$ cat config.mk
export PLATFORM = sky130hd
export DESIGN_NAME = divider_32x32
export DESIGN_NICKNAME = d
export VERILOG_FILES = /design/src/rtl/divider_pkg.sv /design/src/rtl/divider_step.sv /design/src/rtl/divider_32x32.sv
export SDC_FILE = /design/constraint.sdc
export NUM_CORES = 1
export LEC_CHECK = 0
export CORE_UTILIZATION = 54
export CTS_CLUSTER_SIZE = 10
export DETAILED_ROUTE_END_ITERATION = 12
export PLACE_DENSITY = 0.8
export SETUP_SLACK_MARGIN = 0.02
export SYNTH_ARGS = -nofsm -noshare
export SYNTH_HDL_FRONTEND = slang
export SYNTH_SLANG_ARGS = --single-unit
$ cat constraint.sdc
create_clock -name clk -period 3.69 [get_ports clk]
set_input_delay 0.369 -clock clk [delete_from_list [all_inputs] [get_ports clk]]
set_output_delay 0.369 -clock clk [all_outputs]
set_load 0.02 [all_outputs]
$ cat src/rtl/divider_pkg.sv
// Shared types and constants for the iterative restoring divider.
package divider_pkg;

  localparam int DIV_WIDTH = 32;
  localparam int CNT_W     = 5;
  localparam logic [CNT_W-1:0] CNT_LAST = '1;

  typedef enum logic [1:0] {
    IDLE,
    BUSY,
    DONE
  } state_e;

endpackage

$ cat src/rtl/divider_step.sv
// One restoring-division iteration: shift {rem, quo} left, trial-subtract the divisor.
module divider_step #(
  parameter int WIDTH = 32
) (
  input  logic [WIDTH:0]   rem_i,
  input  logic [WIDTH-1:0] quo_i,
  input  logic [WIDTH-1:0] divisor_i,
  output logic [WIDTH:0]   rem_o,
  output logic [WIDTH-1:0] quo_o
);

  logic [WIDTH+1:0] rem_sh;
  logic [WIDTH:0]   diff;
  logic             no_borrow;

  always_comb begin
    rem_sh    = {rem_i, quo_i[WIDTH-1]};
    no_borrow = (rem_sh >= {2'b00, divisor_i});
    // Only taken when no borrow, so the low WIDTH+1 bits hold the exact difference.
    diff      = rem_sh[WIDTH:0] - {1'b0, divisor_i};
    rem_o     = no_borrow ? diff : rem_sh[WIDTH:0];
    quo_o     = {quo_i[WIDTH-2:0], no_borrow};
  end

endmodule

$ cat src/rtl/divider_32x32.sv
// Iterative 32x32 restoring divider with valid/ready handshakes on both sides.
// Optional signed operation is enabled by defining DIVIDER_SIGNED_EN.
module divider_32x32
  import divider_pkg::*;
#(
  parameter int WIDTH = DIV_WIDTH
) (
  input  logic             clk,
  input  logic             rst_n,
  input  logic             in_valid,
  output logic             in_ready,
  input  logic [WIDTH-1:0] dividend,
  input  logic [WIDTH-1:0] divisor,
  output logic             out_valid,
  input  logic             out_ready,
  output logic [WIDTH-1:0] quotient,
  output logic [WIDTH-1:0] remainder,
  output logic             div_by_zero
);

  state_e             state_q, state_d;
  logic [CNT_W-1:0]   cnt_q, cnt_d;
  logic [WIDTH:0]     rem_q, rem_d;
  logic [WIDTH-1:0]   quo_q, quo_d;
  logic [WIDTH-1:0]   dvs_q, dvs_d;
  logic [WIDTH-1:0]   quotient_q, quotient_d;
  logic [WIDTH-1:0]   remainder_q, remainder_d;
  logic               dbz_q, dbz_d;
  logic               in_ready_q;

  logic [WIDTH:0]     step_rem;
  logic [WIDTH-1:0]   step_quo;
  logic [WIDTH-1:0]   dividend_mag, divisor_mag;
  logic [WIDTH-1:0]   quo_fix, rem_fix;
  logic               accept;

  divider_step #(.WIDTH(WIDTH)) u_step (
    .rem_i     (rem_q),
    .quo_i     (quo_q),
    .divisor_i (dvs_q),
    .rem_o     (step_rem),
    .quo_o     (step_quo)
  );

  assign accept = in_valid && in_ready_q;

`ifdef DIVIDER_SIGNED_EN
  logic q_neg_q, r_neg_q;

  assign dividend_mag = dividend[WIDTH-1] ? -dividend : dividend;
  assign divisor_mag  = divisor[WIDTH-1]  ? -divisor  : divisor;
  assign quo_fix      = q_neg_q ? -step_quo : step_quo;
  assign rem_fix      = r_neg_q ? -step_rem[WIDTH-1:0] : step_rem[WIDTH-1:0];

  always_ff @(posedge clk) begin
    if (!rst_n) begin
      q_neg_q <= 1'b0;
      r_neg_q <= 1'b0;
    end else if (state_q == IDLE && accept) begin
      q_neg_q <= dividend[WIDTH-1] ^ divisor[WIDTH-1];
      r_neg_q <= dividend[WIDTH-1];
    end
  end
`else
  assign dividend_mag = dividend;
  assign divisor_mag  = divisor;
  assign quo_fix      = step_quo;
  assign rem_fix      = step_rem[WIDTH-1:0];
`endif

  always_comb begin
    state_d     = state_q;
    cnt_d       = cnt_q;
    rem_d       = rem_q;
    quo_d       = quo_q;
    dvs_d       = dvs_q;
    quotient_d  = quotient_q;
    remainder_d = remainder_q;
    dbz_d       = dbz_q;
    case (state_q)
      IDLE: begin
        if (accept) begin
          if (divisor == '0) begin
            quotient_d  = '1;
            remainder_d = dividend;
            dbz_d       = 1'b1;
            state_d     = DONE;
          end else begin
            rem_d   = '0;
            cnt_d   = '0;
            quo_d   = dividend_mag;
            dvs_d   = divisor_mag;
            state_d = BUSY;
          end
        end
      end
      BUSY: begin
        rem_d = step_rem;
        quo_d = step_quo;
        cnt_d = cnt_q + 1'b1;
        // The last iteration writes the (sign-fixed) result straight into the output registers.
        if (cnt_q == CNT_LAST) begin
          quotient_d  = quo_fix;
          remainder_d = rem_fix;
          dbz_d       = 1'b0;
          state_d     = DONE;
        end
      end
      DONE: begin
        if (out_ready) begin
          state_d = IDLE;
        end
      end
      default: state_d = IDLE;
    endcase
  end

  always_ff @(posedge clk) begin
    if (!rst_n) begin
      state_q     <= IDLE;
      cnt_q       <= '0;
      rem_q       <= '0;
      quo_q       <= '0;
      dvs_q       <= '0;
      quotient_q  <= '0;
      remainder_q <= '0;
      dbz_q       <= 1'b0;
      in_ready_q  <= 1'b0;
    end else begin
      state_q     <= state_d;
      cnt_q       <= cnt_d;
      rem_q       <= rem_d;
      quo_q       <= quo_d;
      dvs_q       <= dvs_d;
      quotient_q  <= quotient_d;
      remainder_q <= remainder_d;
      dbz_q       <= dbz_d;
      // Registered ready keeps in_ready low throughout reset and free of input paths.
      in_ready_q  <= (state_d == IDLE);
    end
  end

  assign in_ready    = in_ready_q;
  assign out_valid   = (state_q == DONE);
  assign quotient    = quotient_q;
  assign remainder   = remainder_q;
  assign div_by_zero = dbz_q;

endmodule

# After elaboration in Yosys (flattened, before gate mapping)

Index checks and enable logic that the tools add are counted.

Bitwise operators: 1
Add/subtract/negate cells: 2
Mux-type cells: 27
Eq/ne operators: 7
$lt $le $gt $ge: 1
Reductions and logical operators: 8

Operators by type and width:

| operator              | count |
|---|---|
| $mux W32              | 8 |
| $pmux W32 S2          | 3 |
| $mux W33              | 3 |
| $pmux W33 S2          | 1 |
| $ge A34 B32 Y1        | 1 |
| $sub A33 B32 Y33      | 1 |
| $logic_not A32 Y1     | 1 |
| $mux W5               | 2 |
| $pmux W5 S2           | 1 |
| $mux W2               | 4 |
| $ne A2 B2 Y1 const B  | 4 |
| $pmux W2 S3           | 1 |
| $reduce_and A3 Y1     | 2 |
| $add A5 B1 Y5 const B | 1 |
| $eq A5 B5 Y1 const B  | 1 |
| $logic_not A2 Y1      | 2 |
| $reduce_and A4 Y1     | 1 |
| $mux W1               | 3 |
| $eq A2 B1 Y1 const B  | 1 |
| $eq A2 B2 Y1 const B  | 1 |
| $pmux W1 S2           | 1 |
| $reduce_bool A2 Y1    | 1 |
| $logic_and A1 B1 Y1   | 1 |
| $not A1 Y1            | 1 |

Register bits: 170
Input port bits: 68

# Longest topological paths before layout

Depth after elaboration: 5
Gate-level depth with buffers: 15

# Cells and area by module

Synthesis repeated with hierarchy kept, for this count alone.

Cell total of the unflattened synthesis: 1149
Area total of the unflattened synthesis: 9959.6 µm²

Modules (own cells, without submodules):

| module        | area an instance (µm²) | cells each | instances |
|---|---|---|---|
| divider_32x32 | 7528.5                 | 771        | 1 |
| divider_step  | 2431.1                 | 378        | 1 |

# Worst setup path before layout

Ideal clock, no wire load.

Kind: reg2reg
Start point: reg quo_q[31]
End point: reg remainder_q[28] (netlist: remainder[28])
Clock period less this slack: 2.781 ns
Stages on the path, launching flop included: 15
Data arrival time: 2.664 ns
Library setup time: 0.117 ns
Required time: 3.573 ns
Path slack: 0.909 ns
Path buffers: 0
Cell sequence: dfxtp_1 inv_1 ha_1 inv_1 fa_1 a21oi_1 o2bb2ai_1 o311ai_1 a21oi_1 a211o_1 o31ai_1 xnor2_1 mux2i_1 nand2_1 a32o_1

Word-level cells in the longest chain between the ends: 4
Elaborated cells on any way between the ends: 5
Classes of those cells: 1 x add/sub; 1 x order compare; 3 x mux

Ends and longest elaborated chain:

| item                                               | RTL line                               | text |
|---|---|---|
| from (decl)                                        | divider_32x32.sv:24                    | `logic [WIDTH-1:0] quo_q, quo_d;` |
| from (signal assigned)                             | divider_32x32.sv:133                   | `quo_q <= quo_d;` |
| $sub A33 B32 Y33 or $ge A34 B32 Y1 (tied branches) | divider_step.sv:20, divider_step.sv:18 |  |
| $mux W33 (*)                                       | divider_step.sv:21                     | `rem_o = no_borrow ? diff : rem_sh[WIDTH:0];` |
| $mux W32 (*)                                       | divider_32x32.sv:102                   | `if (cnt_q == CNT_LAST) begin` |
| $pmux W32 S2 (*)                                   | divider_32x32.sv:80                    | `case (state_q)` |
| to (signal assigned)                               | divider_32x32.sv:136                   | `remainder_q <= remainder_d;` |
| to (decl)                                          | divider_32x32.sv:27                    | `logic [WIDTH-1:0] remainder_q, remainder_d;` |

Every way passes the cells marked *; elsewhere a longest branch is shown, timed or not. The select of a mux whose other input is x is not followed.
A chain may end at the register's enable or synchronous reset.

# Worst setup path after layout

Same ends and word-level chain as after synthesis.

==> results.md <==
- Status: finished clean
- Syn. warnings: 0
- Routed Antenna Nets: 0
- Top FF cell, synth: dfxtp_1
- EDFF count, synth: 0
- Final hold vios: 0
- Tcrit/Tclk final: 90.9%
- Initial antenna violation count: 0
- R2R depth: 14
- Area of the multi-input gates: 4810 µm²
- Layout net count: roughly 1300
- Crit Path Category: reg2reg
- Worst setup SP type: register
- Cell depth of the worst setup path: 14
- Area after DPL: 10200 µm²
- Total grt overflow: 0
- Clk_lat worst skew: 0.44 ns
- Io pins: 135
- Mean routed wirelength per cell: 16.6 µm
- Finished Layout Cells: around 1400
- Crit path time final: 3.36 ns
- Die ar.: 16600 µm²
- Final setup skew: 0.0102 ns
- Cell taking the most area after synthesis: dfxtp_1
- First DRT Iteration DRCs: 806
- Die width: around 130 µm
- Switching share of power: around 45%
- Clk root buf: clkbuf_16
- Top-area cell type share of the netlist area: between 30% and 40%
- Seq pwr share: about a quarter
- Power density over the cells: between 800 and 900 nW/µm²
- Yosys reg bits: 170
- Slowest cell delay on critical path: between 0.4 and 0.5 ns
- Post-CTS Setup Repair Bufs: 0
- IO buf count: between 100 and 150
- Worst path required time: 4.02 ns
- CP bufs+invs: 2
- Resized cells post-CTS: 0
- Top post-synthesis cells by area: dfxtp_1 39%, nand2_1 9.2%, a21oi_1 7.1%, ha_1 4.9%, o221a_2 4.0%
- Max-cap viol count: 0
- Clock sink count: 170
- Worst hold path class: reg2reg
- Area growth, synth to finish: 24.1%
- Final setup viols: 0
- Register area: between 3000 and 4000 µm²
- TNS Setup: 0 ns
- Total CTS buffers: 17
- Vias per Instance: 5.88
- Commonest cells after routing, fill and taps aside: 212 x nand2_1, 170 x dfxtp_1, 133 x clkdlybuf4s50_1
- FFs w/ async S/R, synth: 0%
- Die H: 129 µm
- Drt pass-1 iters: 5
- Filler cells: 1379
- Cells after Synth: 1090
- Worst-path cell chain: inv_1 > ha_1 > inv_1 > fa_1 > a21oi_1 > o2bb2ai_1 > o311ai_1 > a21oi_1 > a211o_1 > o31ai_1 > xnor2_1 > mux2i_1 > nand2_1 > a32o_1
- Routed wire length: between 20000 and 25000 µm
- Layout cells sized above 1: a little under a tenth
- Largest net degree at the start of global routing: between 50 and 60
- Hold Path Depth: 2
- P_leak: 4.08 nW
- Worst slew pin tran: 1.14 ns
- Total Routing Usage GR: 28.9%
- Cts hold-fix bufs: 0
- Reg clk slew, reported paths: 0.07 ns
- Placed cell count: 1381
- CTS Buffer Depth: 2
- Initial Util: 55.1%
- Rel. slew slack: between 20% and 30%
- Syn Area/Cell: 7.97 µm²
- Maximum vdd drop: 0.622 mV
- Crit path DAT: 3.68 ns
- Largest delay share family, worst path: compound AO/OA/AOI/OAI gates
- Crit path max fanout: 3
- Sequential share of the synthesized area: 39.2%
- CTS H-tree depth: 4
- Post-Synthesis Cell Area: 8690 µm²
- RSZ-0062 raised after global routing: false
- Clock network power share: 19.5%
- Post-Syn Nets: about 1200
- Critical path's slowest cell: o311ai_1
- Crit. End Element: register
- CTS tree: yes
- Switch Pwr: 3.99 mW
- Core box area: 15800 µm²
- First-pass GRT wire length: 38000 µm
- Most common cell after layout, fill and taps aside: nand2_1
- Antenna Cells: 0
- Slew Limit Fails: 0
- Final instance area: approximately 11000 µm²
- Via count: ~8300
- Residual DRC: 0
- GP Congestion: 0.913
- Max Freq: 298 MHz
- Hpwl dp: around 17000 µm
- Netlist cell types: 66
- Int Power: 4.84 mW
- Num rows: 46
- Vias in the first global route: 7512
- Gate power share: 56.4%
through the flow:
| step | setup WS (ns) | util (%) | power, mW | hold WS [ns] |
|---|---|---|---|---|
| 3_5_place_dp | 0.269 | 64.8 | 7.01 | 0.445 |
| 3_3_place_gp | 0.385 | 64.8 | 6.96 | 0.439 |
| 5_1_grt | 0.111 | 68.4 | 9.39 | 0.472 |
| 2_1_floorplan | 0.909 | - | 5.95 | 0.436 |
| 4_1_cts | 0.383 | 68.4 | 8.73 | 0.452 |
| 6_report | 0.335 | 68.4 | 8.82 | 0.454 |
path summary, 6_finish.rpt:
check                                  start  slack [ns]                          to
setup reg to reg      quo_q[31]$_SDFFE_PN0P_        0.33  remainder[28]$_SDFFE_PN0P_
hold reg to reg   remainder[10]$_SDFFE_PN0P_        0.45  remainder[10]$_SDFFE_PN0P_
hold / removal    remainder[10]$_SDFFE_PN0P_        0.45  remainder[10]$_SDFFE_PN0P_
setup / recovery      quo_q[31]$_SDFFE_PN0P_        0.33  remainder[28]$_SDFFE_PN0P_
power by group through the flow:
stage | combinational, mW | sequential, mW | clock (mW)
final | 4.98 | 2.13 | 1.72
after CTS | 4.89 | 2.12 | 1.73
after global placement | 4.81 | 2.15 | 0
after global routing | 5.44 | 2.14 | 1.81
after detailed placement | 4.85 | 2.16 | 0
after floorplan | 3.83 | 2.11 | 0
area by class of cell:
class | count | area share [%]
sequential | 170 | 31.6
multi-input combinational | 797 | 44.6
clock inverter | 14 | 1.27
timing repair buffer | 158 | 14.6
inverter | 40 | 1.40
clock buffer | 18 | 3.98
tap | 216 | 2.51
state kept, by name (all words and copies together), names as in the netlist:
register,count
dvs_q,32
quo_q,32
div_by_zero,1
remainder,32
quotient,32
rem_q,33
state_q,2
cnt_q,5
in_ready,1
routing by layer:
| layer | vias up | routed length (µm) | track usage [%] |
|---|---|---|---|
| li1 | 4056 | - | - |
| met1 | 3883 | 10700 | 40.6 |
| met2 | 328 | 10600 | 45.6 |
| met3 | 35 | 1710 | 4.20 |
| met4 | 0 | 425 | 9.83 |
| met5 | - | 0 | 0 |
Yosys cell counts, drive strengths merged (2+ instances only):
master,instances
nand4,9
o31ai,2
inv,40
a2111oi,4
and2,16
a21o,15
clkbuf,61
a211o,3
xor2,13
o2bb2ai,2
and3,4
a311oi,33
nand3,16
dfxtp,170
o311ai,2
mux2i,13
o21bai,3
nor2,87
nor2b,6
a31oi,8
a31o,4
o211ai,13
a221oi,2
buf,22
ha,34
nor3b,2
o221a,31
o21a,3
nand4b,2
nor4,13
xnor2,19
nand2,214
o21ai,54
a21oi,126
nor3,6
nand2b,4
a211oi,17
or3,6
o2bb2a,2
kinds of logic after synthesis:
logic type      count (synthesis)  share of synthesized area, %
compound gates                327                          25.7
xor+xnor                       32                          3.23
fa+ha+maj                      35                          5.13
buf+inv                       123                          5.69
flops                         170                          39.2
mux                            14                          1.63
simple gates                  389                          19.5
worst min-delay path: stages (launching register included):
cell	delay, ns
dfxtp_1	0.31
nand2_1	0.05
a21oi_1	0.05
(Power assumes the default switching activity.)
